File: config.mk
export PLATFORM = sky130hd
export DESIGN_NAME = contador_bcd_multiplexado
export DESIGN_NICKNAME = d
export VERILOG_FILES = /design/src/rtl/contador_pkg.sv /design/src/rtl/bcd_digito.sv /design/src/rtl/contador_bcd_multiplexado.sv
export SDC_FILE = /design/constraint.sdc
export NUM_CORES = 1
export LEC_CHECK = 0
export ABC_AREA = 0
export CELL_PAD_IN_SITES_DETAIL_PLACEMENT = 1
export CELL_PAD_IN_SITES_GLOBAL_PLACEMENT = 1
export CORE_MARGIN = 3
export CORE_UTILIZATION = 48
export CTS_BUF_LIST = sky130_fd_sc_hd__clkbuf_8
export CTS_CLUSTER_SIZE = 40
export DETAILED_ROUTE_END_ITERATION = 12
export PLACE_DENSITY = 0.9
export SLEW_MARGIN = 30
export SYNTH_ARGS = -nofsm -noshare
export SYNTH_HDL_FRONTEND = slang
export SYNTH_SLANG_ARGS = --single-unit
File: constraint.sdc
create_clock -name clk -period 5.55 [get_ports clk]
set_input_delay 1.11 -clock clk [delete_from_list [all_inputs] [get_ports clk]]
set_output_delay 1.11 -clock clk [all_outputs]
set_load 0.1 [all_outputs]
File: src/rtl/contador_pkg.sv
// Shared constants and the seven-segment decoder for the multiplexed BCD counter.
// Segment codes are ordered a..g and active-low.
package contador_pkg;

    localparam int BCD_W = 4;

    localparam logic [0:6] SEG_0     = 7'b0000001;
    localparam logic [0:6] SEG_1     = 7'b1001111;
    localparam logic [0:6] SEG_2     = 7'b0010010;
    localparam logic [0:6] SEG_3     = 7'b0000110;
    localparam logic [0:6] SEG_4     = 7'b1001100;
    localparam logic [0:6] SEG_5     = 7'b0100100;
    localparam logic [0:6] SEG_6     = 7'b0100000;
    localparam logic [0:6] SEG_7     = 7'b0001111;
    localparam logic [0:6] SEG_8     = 7'b0000000;
    localparam logic [0:6] SEG_9     = 7'b0000100;
    localparam logic [0:6] SEG_BLANK = 7'b1111111;

    function automatic logic [0:6] seg_decode(input logic [BCD_W-1:0] d);
        logic [0:6] seg;
        case (d)
            4'd0:    seg = SEG_0;
            4'd1:    seg = SEG_1;
            4'd2:    seg = SEG_2;
            4'd3:    seg = SEG_3;
            4'd4:    seg = SEG_4;
            4'd5:    seg = SEG_5;
            4'd6:    seg = SEG_6;
            4'd7:    seg = SEG_7;
            4'd8:    seg = SEG_8;
            4'd9:    seg = SEG_9;
            default: seg = SEG_BLANK;
        endcase
        return seg;
    endfunction

endpackage

File: src/rtl/bcd_digito.sv
// One BCD digit register with synchronous clamped load and up/down step.
// carry is the combinational carry/borrow that steps the next digit.
module bcd_digito
    import contador_pkg::*;
(
    input  logic             clk,
    input  logic             rst,
    input  logic             step,
    input  logic             up,
    input  logic             load,
    input  logic [BCD_W-1:0] load_nib,
    output logic [BCD_W-1:0] digit,
    output logic             carry
);

    function automatic logic [BCD_W-1:0] sat_bcd(input logic [BCD_W-1:0] v);
        return (v > 4'd9) ? 4'd9 : v;
    endfunction

    assign carry = step && (up ? (digit == 4'd9) : (digit == 4'd0));

    always_ff @(posedge clk or posedge rst) begin
        if (rst) begin
            digit <= '0;
        end else if (load) begin
            digit <= sat_bcd(load_nib);
        end else if (step) begin
            if (up)
                digit <= (digit == 4'd9) ? 4'd0 : digit + 4'd1;
            else
                digit <= (digit == 4'd0) ? 4'd9 : digit - 4'd1;
        end
    end

endmodule

File: src/rtl/contador_bcd_multiplexado.sv
// N-digit BCD up/down counter with one-second prescaler, clamped preset,
// wrap pulse and a time-multiplexed active-low seven-segment driver.
module contador_bcd_multiplexado
    import contador_pkg::*;
#(
    parameter int DIGITS   = 4,
    parameter int TICK_DIV = 50_000_000,
    parameter int SCAN_DIV = 50_000
)(
    input  logic                    clk,
    input  logic                    rst,
    input  logic                    enable,
    input  logic                    direccion,
    input  logic                    load,
    input  logic [BCD_W*DIGITS-1:0] load_value,
    output logic [BCD_W*DIGITS-1:0] count,
    output logic                    wrap,
    output logic [0:6]              display,
    output logic [DIGITS-1:0]       anode
);

    localparam int TICK_W = (TICK_DIV > 1) ? $clog2(TICK_DIV) : 1;
    localparam int SCAN_W = (SCAN_DIV > 1) ? $clog2(SCAN_DIV) : 1;
    localparam int IDX_W  = (DIGITS > 1) ? $clog2(DIGITS) : 1;

    localparam logic [TICK_W-1:0] TICK_LAST = TICK_W'(TICK_DIV - 1);
    localparam logic [SCAN_W-1:0] SCAN_LAST = SCAN_W'(SCAN_DIV - 1);
    localparam logic [IDX_W-1:0]  IDX_LAST  = IDX_W'(DIGITS - 1);

    logic [TICK_W-1:0] tick_cnt;
    logic              tick;
    logic [SCAN_W-1:0] scan_cnt;
    logic [IDX_W-1:0]  idx;
    logic [DIGITS:0]   step_c;
    logic [BCD_W-1:0]  digit_q [DIGITS];

    assign tick = (tick_cnt == TICK_LAST);

    // Count-tick prescaler: free-running, only reset clears it.
    always_ff @(posedge clk or posedge rst) begin
        if (rst)       tick_cnt <= '0;
        else if (tick) tick_cnt <= '0;
        else           tick_cnt <= tick_cnt + 1'b1;
    end

    // Load blocks the step chain so no carry, and therefore no wrap, can form.
    assign step_c[0] = tick & enable & ~load;

    for (genvar k = 0; k < DIGITS; k++) begin : g_dig
        bcd_digito u_dig (
            .clk      (clk),
            .rst      (rst),
            .step     (step_c[k]),
            .up       (direccion),
            .load     (load),
            .load_nib (load_value[k*BCD_W +: BCD_W]),
            .digit    (digit_q[k]),
            .carry    (step_c[k+1])
        );
        assign count[k*BCD_W +: BCD_W] = digit_q[k];
    end

    always_ff @(posedge clk or posedge rst) begin
        if (rst) wrap <= 1'b0;
        else     wrap <= step_c[DIGITS];
    end

    // Scan prescaler and digit index.
    always_ff @(posedge clk or posedge rst) begin
        if (rst) begin
            scan_cnt <= '0;
            idx      <= '0;
        end else if (scan_cnt == SCAN_LAST) begin
            scan_cnt <= '0;
            idx      <= (idx == IDX_LAST) ? '0 : idx + 1'b1;
        end else begin
            scan_cnt <= scan_cnt + 1'b1;
        end
    end

    // Display stage: anode and segments registered together from one index.
    always_ff @(posedge clk or posedge rst) begin
        if (rst) begin
            anode   <= ~DIGITS'(1);
            display <= SEG_0;
        end else begin
            anode   <= ~(DIGITS'(1) << idx);
            display <= seg_decode(digit_q[idx]);
        end
    end

endmodule
==> Word-level counts from Yosys, hierarchy flattened <==
Memories as Yosys holds them, arrays and structs flattened. A register that Yosys moved wholly into a read port is not among the register bits.
Cells that the tools add are included.
{ "word_totals": {"regBits": 65, "n_memories": 1, "elab_cells": 85, "in_bits": 21, "romBits": 112} }
{ "mem_list": {"columns": ["name", "words", "width", "rd", "rd_ports_with_merged_regs", "write_ports", "line", "text"], "rows": [
  ["(no name shown)", 16, 7, 1, 1, 0, "contador_pkg.sv:21", "case (d)"]
]} }
{ "classes": {"n_bitwise": 5, "reduce_logical": 12, "n_shift": 1, "order_cmp": 5, "muxes": 34, "n_eq_ne": 7, "add_sub_neg": 11} }
{ "op_table": {"columns": ["cell", "count"], "rows": [
  ["two-way mux 4 bit", 26],
  ["adder 26 x 1 -> 26 bit, second input constant", 1],
  ["== test 26 bit, second input constant", 1],
  ["two-way mux 26 bit", 1],
  ["adder 16 x 1 -> 16 bit, second input constant", 1],
  ["adder 4 x 1 -> 4 bit, second input constant", 4],
  ["== test 16 bit, second input constant", 1],
  ["== test 4 bit, second input constant", 4],
  ["> comparator 4 bit, second input constant", 4],
  ["zero test 4 bit", 4],
  ["two-way mux 16 bit", 1],
  ["subtractor 4 x 1 -> 4 bit, second input constant", 4],
  ["binary-select mux 4 bit (select 2 bit)", 1],
  ["nonzero test 2 bit", 4],
  ["logical AND 1 bit", 4],
  ["two-way mux 1 bit", 4],
  ["inverter 4 bit", 1],
  ["<< shifter 1 x 2 -> 4 bit, first input constant", 1],
  [">= comparator 3 bit, second input constant", 1],
  ["inverter 2 -> 3 bit", 1],
  ["adder 2 x 1 -> 2 bit, second input constant", 1],
  ["AND 1 bit", 2],
  ["== test 2 bit, second input constant", 1],
  ["two-way mux 2 bit", 1],
  ["inverter 1 bit", 1]
]} }

==> Depth between registers and ports, before layout <==
{ "logic_depth": {"word_depth": 8, "ltp_mapped": 8} }

==> By module <==
From an unflattened synthesis, not the netlist that was laid out.
{ "unflattened": {"hier_cells": 448, "area_unflattened_um2": 4317.9} }
{ "modules_own_cells": {"columns": ["mod", "instances", "cells_per_inst", "area_per_inst_um2"], "rows": [
  ["contador_bcd_multiplexado", 1, 268, 2856.5],
  ["bcd_digito", 4, 45, 365.4]
]} }

==> Worst setup path after synthesis <==
No wires, ideal clock.
{ "synth_path": {"kind": "input to register", "from": "input direccion", "to": "register g_dig[2].u_dig.digit[2]", "required_ns": 5.414, "t_arrival_ns": 2.569, "setup_time_ns": 0.136, "cell_stages": 6, "n_path_buf": 1, "setup_slack_ns": 2.845, "path_cell_list": "clkbuf_1 > or3_1 > a211oi_2 > nor4b_4 > mux2i_1 > o22ai_1"} }
{ "synth_between": {"elab_chain_cells": 4, "elab_cells_between_ends": 8, "classes_between": "mux: 5; reduce/logical: 3"} }
{ "synth_rtl": {"columns": ["item", "line", "text"], "rows": [
  ["start: declaration", "contador_bcd_multiplexado.sv:13", "input logic direccion,"],
  ["two-way mux 1 bit", "bcd_digito.sv:20", "assign carry = step && (up ? (digit == 4'd9) : (digit == 4'd0));"],
  ["logical AND 1 bit (2 in a row)", "bcd_digito.sv:20", null],
  ["nonzero test 2 bit (no source line)", null, null],
  ["end signal: assignment", "bcd_digito.sv:26", "digit <= sat_bcd(load_nib);"],
  ["end signal: assignment", "bcd_digito.sv:29", "digit <= (digit == 4'd9) ? 4'd0 : digit + 4'd1;"],
  ["end signal: assignment", "bcd_digito.sv:31", "digit <= (digit == 4'd0) ? 4'd9 : digit - 4'd1;"],
  ["end: declaration", "bcd_digito.sv:12", "output logic [BCD_W-1:0] digit,"]
]} }
Several ways; a longest one is shown, not always the timed one. The select of a mux whose other input is x is not followed.
A chain may end at the register's enable or synchronous reset.

==> Worst setup path after layout <==
{ "layout_path": {"from": "register g_dig[2].u_dig.digit[0]", "to": "output count[8]"} }
{ "layout_rtl": {"columns": ["item", "line", "text"], "rows": [
  ["end: declaration", "contador_bcd_multiplexado.sv:16", "output logic [BCD_W*DIGITS-1:0] count,"]
]} }
No word-level cell between the ends.

==> flow_metrics.tcl <==
set metrics [dict create \
    fin_nets 521 \
    leakage_uw 0.00213 \
    clk_latency_ns 0.35 \
    hold_buffers 0 \
    layout-drive-gt1-share 0.0872 \
    synth_cell_types 61 \
    synthArstFlopShare 1.00 \
    fin_tns_setup_ns 0 \
    path_delay_family "buffers and inverters" \
    post_cts_buffers 0 \
    final-instance-count-excl-fill 598 \
    wl_per_cell_um 19.3 \
    synth_ff_type "dfrtp_1" \
    intPower_uw 815 \
    cts_resized 0 \
    cts-root-buf "clkbuf_8" \
    ant_nets 0 \
    slew_headroom 0.341 \
    path_clk_slew_ns 0.09 \
    slowest_stage "clkdlybuf4s50_1" \
    finalSetupViolCount 0 \
    fp-row-count 33 \
    end_kind "output port" \
    fmax_ghz 0.294 \
    p_sw_frac 0.390 \
    hold_path_class "reg -> reg" \
    power.share.clock 0.303 \
    combPwrFrac 0.256 \
    antenna_found_initial 0 \
    clockBufferDepth 2 \
    grt_pass1_vias 3882 \
    io_pins 49 \
    die_y_um 100 \
    max_stage_delay_ns 1.24 \
    worst_pin_slew_ns 0.986 \
    finClkSkew_ns 0.0110 \
    path_cells "clkdlybuf4s50_1" \
    die-area_mm2 0.0100 \
    power.total_uw 1340 \
    synth_edf_count 0 \
    final_util 0.589 \
    cap_violations 0 \
    finalHoldViolations 0 \
    syn_nets 486 \
    start_kind "flop" \
    vias 3622 \
    period_needed_ns 3.40 \
    worst-path-max-fanout 16 \
    period_share 0.612 \
    grt_max_degree 44 \
    worst_ep_arrival_time_ns 2.29 \
    crit_type "reg -> out" \
    dpl_cell_area_mm2 0.00478 \
    dp_cells 582 \
    io_buffers 48 \
    synth_seq_area_share 0.425 \
    grt_pass1_wl_um 19200 \
    synth.avg_cell_area_um2 9.38 \
    p_seq_frac 0.440 \
    area_delta_synth_final_pct 16.7 \
    cts_tree "yes" \
    power.density_mw_per_mm2 270 \
    ys_warn_count 0 \
    synth_area_mm2 0.00425 \
    clkSinkCount 72 \
    drc 0 \
    critPathRequiredTime_ns 4.44 \
    start_util 0.504 \
    slew_violations 0 \
    die_w_um 100 \
    final_area_mm2 0.00496 \
    ys_seq_elements 72 \
    place.gp.congestion 0.825 \
    core-area_mm2 0.00842 \
    fillers 949 \
    grt_setup_unrepaired "no" \
    status "finished clean" \
    htreeDepth 3 \
    p_sw_uw 521 \
    synth_cells 453 \
    grt_overflow 0 \
    first_pass_iters 4 \
    n_antenna_cell 0 \
    cts_made_buffers 9 \
    path_buf_inv 1 \
    first_iter_violations 182 \
    routed_via_density 6.06 \
    drt-total-wl_um 11500 \
    ir_drop_v 0.000155 \
    hpwl_um 8040 \
    grt_use_total 0.241 \
]
## through the flow
stage	hold WS (ns)	setup slack [ns]
after floorplan	0.448	2.62
after global placement	0.470	2.01
after detailed placement	0.489	1.92
after CTS	0.507	2.15
after global routing	0.519	2.04
final	0.499	2.15
## path summary, 6_finish.rpt
path	slack, ns	start	end	cells past startpoint
worst min register to register	0.50	scan_cnt[0]	scan_cnt[0]	1
worst min-delay path	0.50	scan_cnt[0]	scan_cnt[0]	1
worst max register to register	3.24	tick_cnt[0]	g_dig[3].u_dig.digit[0]	6
min in group asynchronous	1.20	rst	tick_cnt[0]	2
worst max-delay path	2.15	g_dig[2].u_dig.digit[0]	count[8]	1
max in group asynchronous	3.43	rst	display[6]	3
## sequential cells by signal, summed over array words and instances (netlist names)
signal             count
scan_cnt              16
anode                  4
wrap                   1
idx                    2
g_dig.u_dig.digit     16
tick_cnt              26
display                7
## synthesized netlist by cell type (all sizes together) (5+ instances only)
| master | number | area [um^2] |
|---|---|---|
| dfrtp | 68 | 1700 |
| nor2 | 44 | 165 |
| o21ai | 34 | 170 |
| nand2 | 28 | 105 |
| nand3 | 28 | 140 |
| clkbuf | 24 | 93.8 |
| xnor2 | 23 | 201 |
| inv | 21 | 78.8 |
| xor2 | 21 | 184 |
| a21oi | 17 | 85.1 |
| nor3 | 14 | 80.1 |
| ha | 12 | 150 |
| and3 | 11 | 72.6 |
| mux2i | 10 | 100 |
| and4 | 8 | 72.6 |
| nand4 | 8 | 71.3 |
| or3 | 8 | 51.3 |
| a31oi | 5 | 31.3 |
| o31ai | 5 | 37.5 |
## power groups by stage
stage	clock, uW	sequential, uW	combinational [uW]
3_3_place_gp	0	595	330
6_report	405	589	343
5_1_grt	430	594	362
3_5_place_dp	0	598	340
4_1_cts	411	588	344
2_1_floorplan	0	722	121
## cell usage in the layout, fill, tap and decap left out, drive strengths merged, types with 5 or more instances in the layout
cell / synthesis / layout
o31ai: 5 / 5
ha: 12 / 12
xnor2: 23 / 23
nor2: 44 / 44
dfrtp: 68 / 68
nand3: 28 / 28
o21ai: 34 / 34
a21oi: 17 / 17
nand2: 28 / 28
and4: 8 / 8
clkdlybuf4s50: 0 / 47
a31oi: 5 / 5
or3: 8 / 8
clkbuf: 24 / 9
inv: 21 / 25
nand4: 8 / 8
nor3: 14 / 14
and3: 11 / 11
mux2i: 10 / 10
xor2: 21 / 21
## layout make-up
cell class / count / area, um^2 / share of cell area
sequential: 72 / 1810 / 0.364
clock inverter: 7 / 61.3 / 0.0124
timing repair buffer: 51 / 498 / 0.100
inverter: 22 / 83.8 / 0.0169
multi-input combinational: 332 / 2250 / 0.454
tap: 105 / 131 / 0.0265
clock buffer: 9 / 124 / 0.0250
## layer usage
metal | vias up | track usage | part of all wire
li1 | 1674 | - | -
met5 | - | 0 | 0
met4 | 0 | 0.102 | 0.026
met2 | 94 | 0.400 | 0.50
met1 | 1823 | 0.314 | 0.44
met3 | 31 | 0.0368 | 0.037
## cells by family (layout without fill, tap and decap cells)
kind of cell / count (synthesis) / in the layout / share of synthesized area
simple gates: 173 / 173 / 0.228
compound gates: 89 / 89 / 0.131
flops: 72 / 72 / 0.425
buf+inv: 49 / 89 / 0.0448
xor+xnor: 44 / 44 / 0.0907
mux: 14 / 14 / 0.0448
fa+ha+maj: 12 / 12 / 0.0353
(Power assumes the default switching activity.)
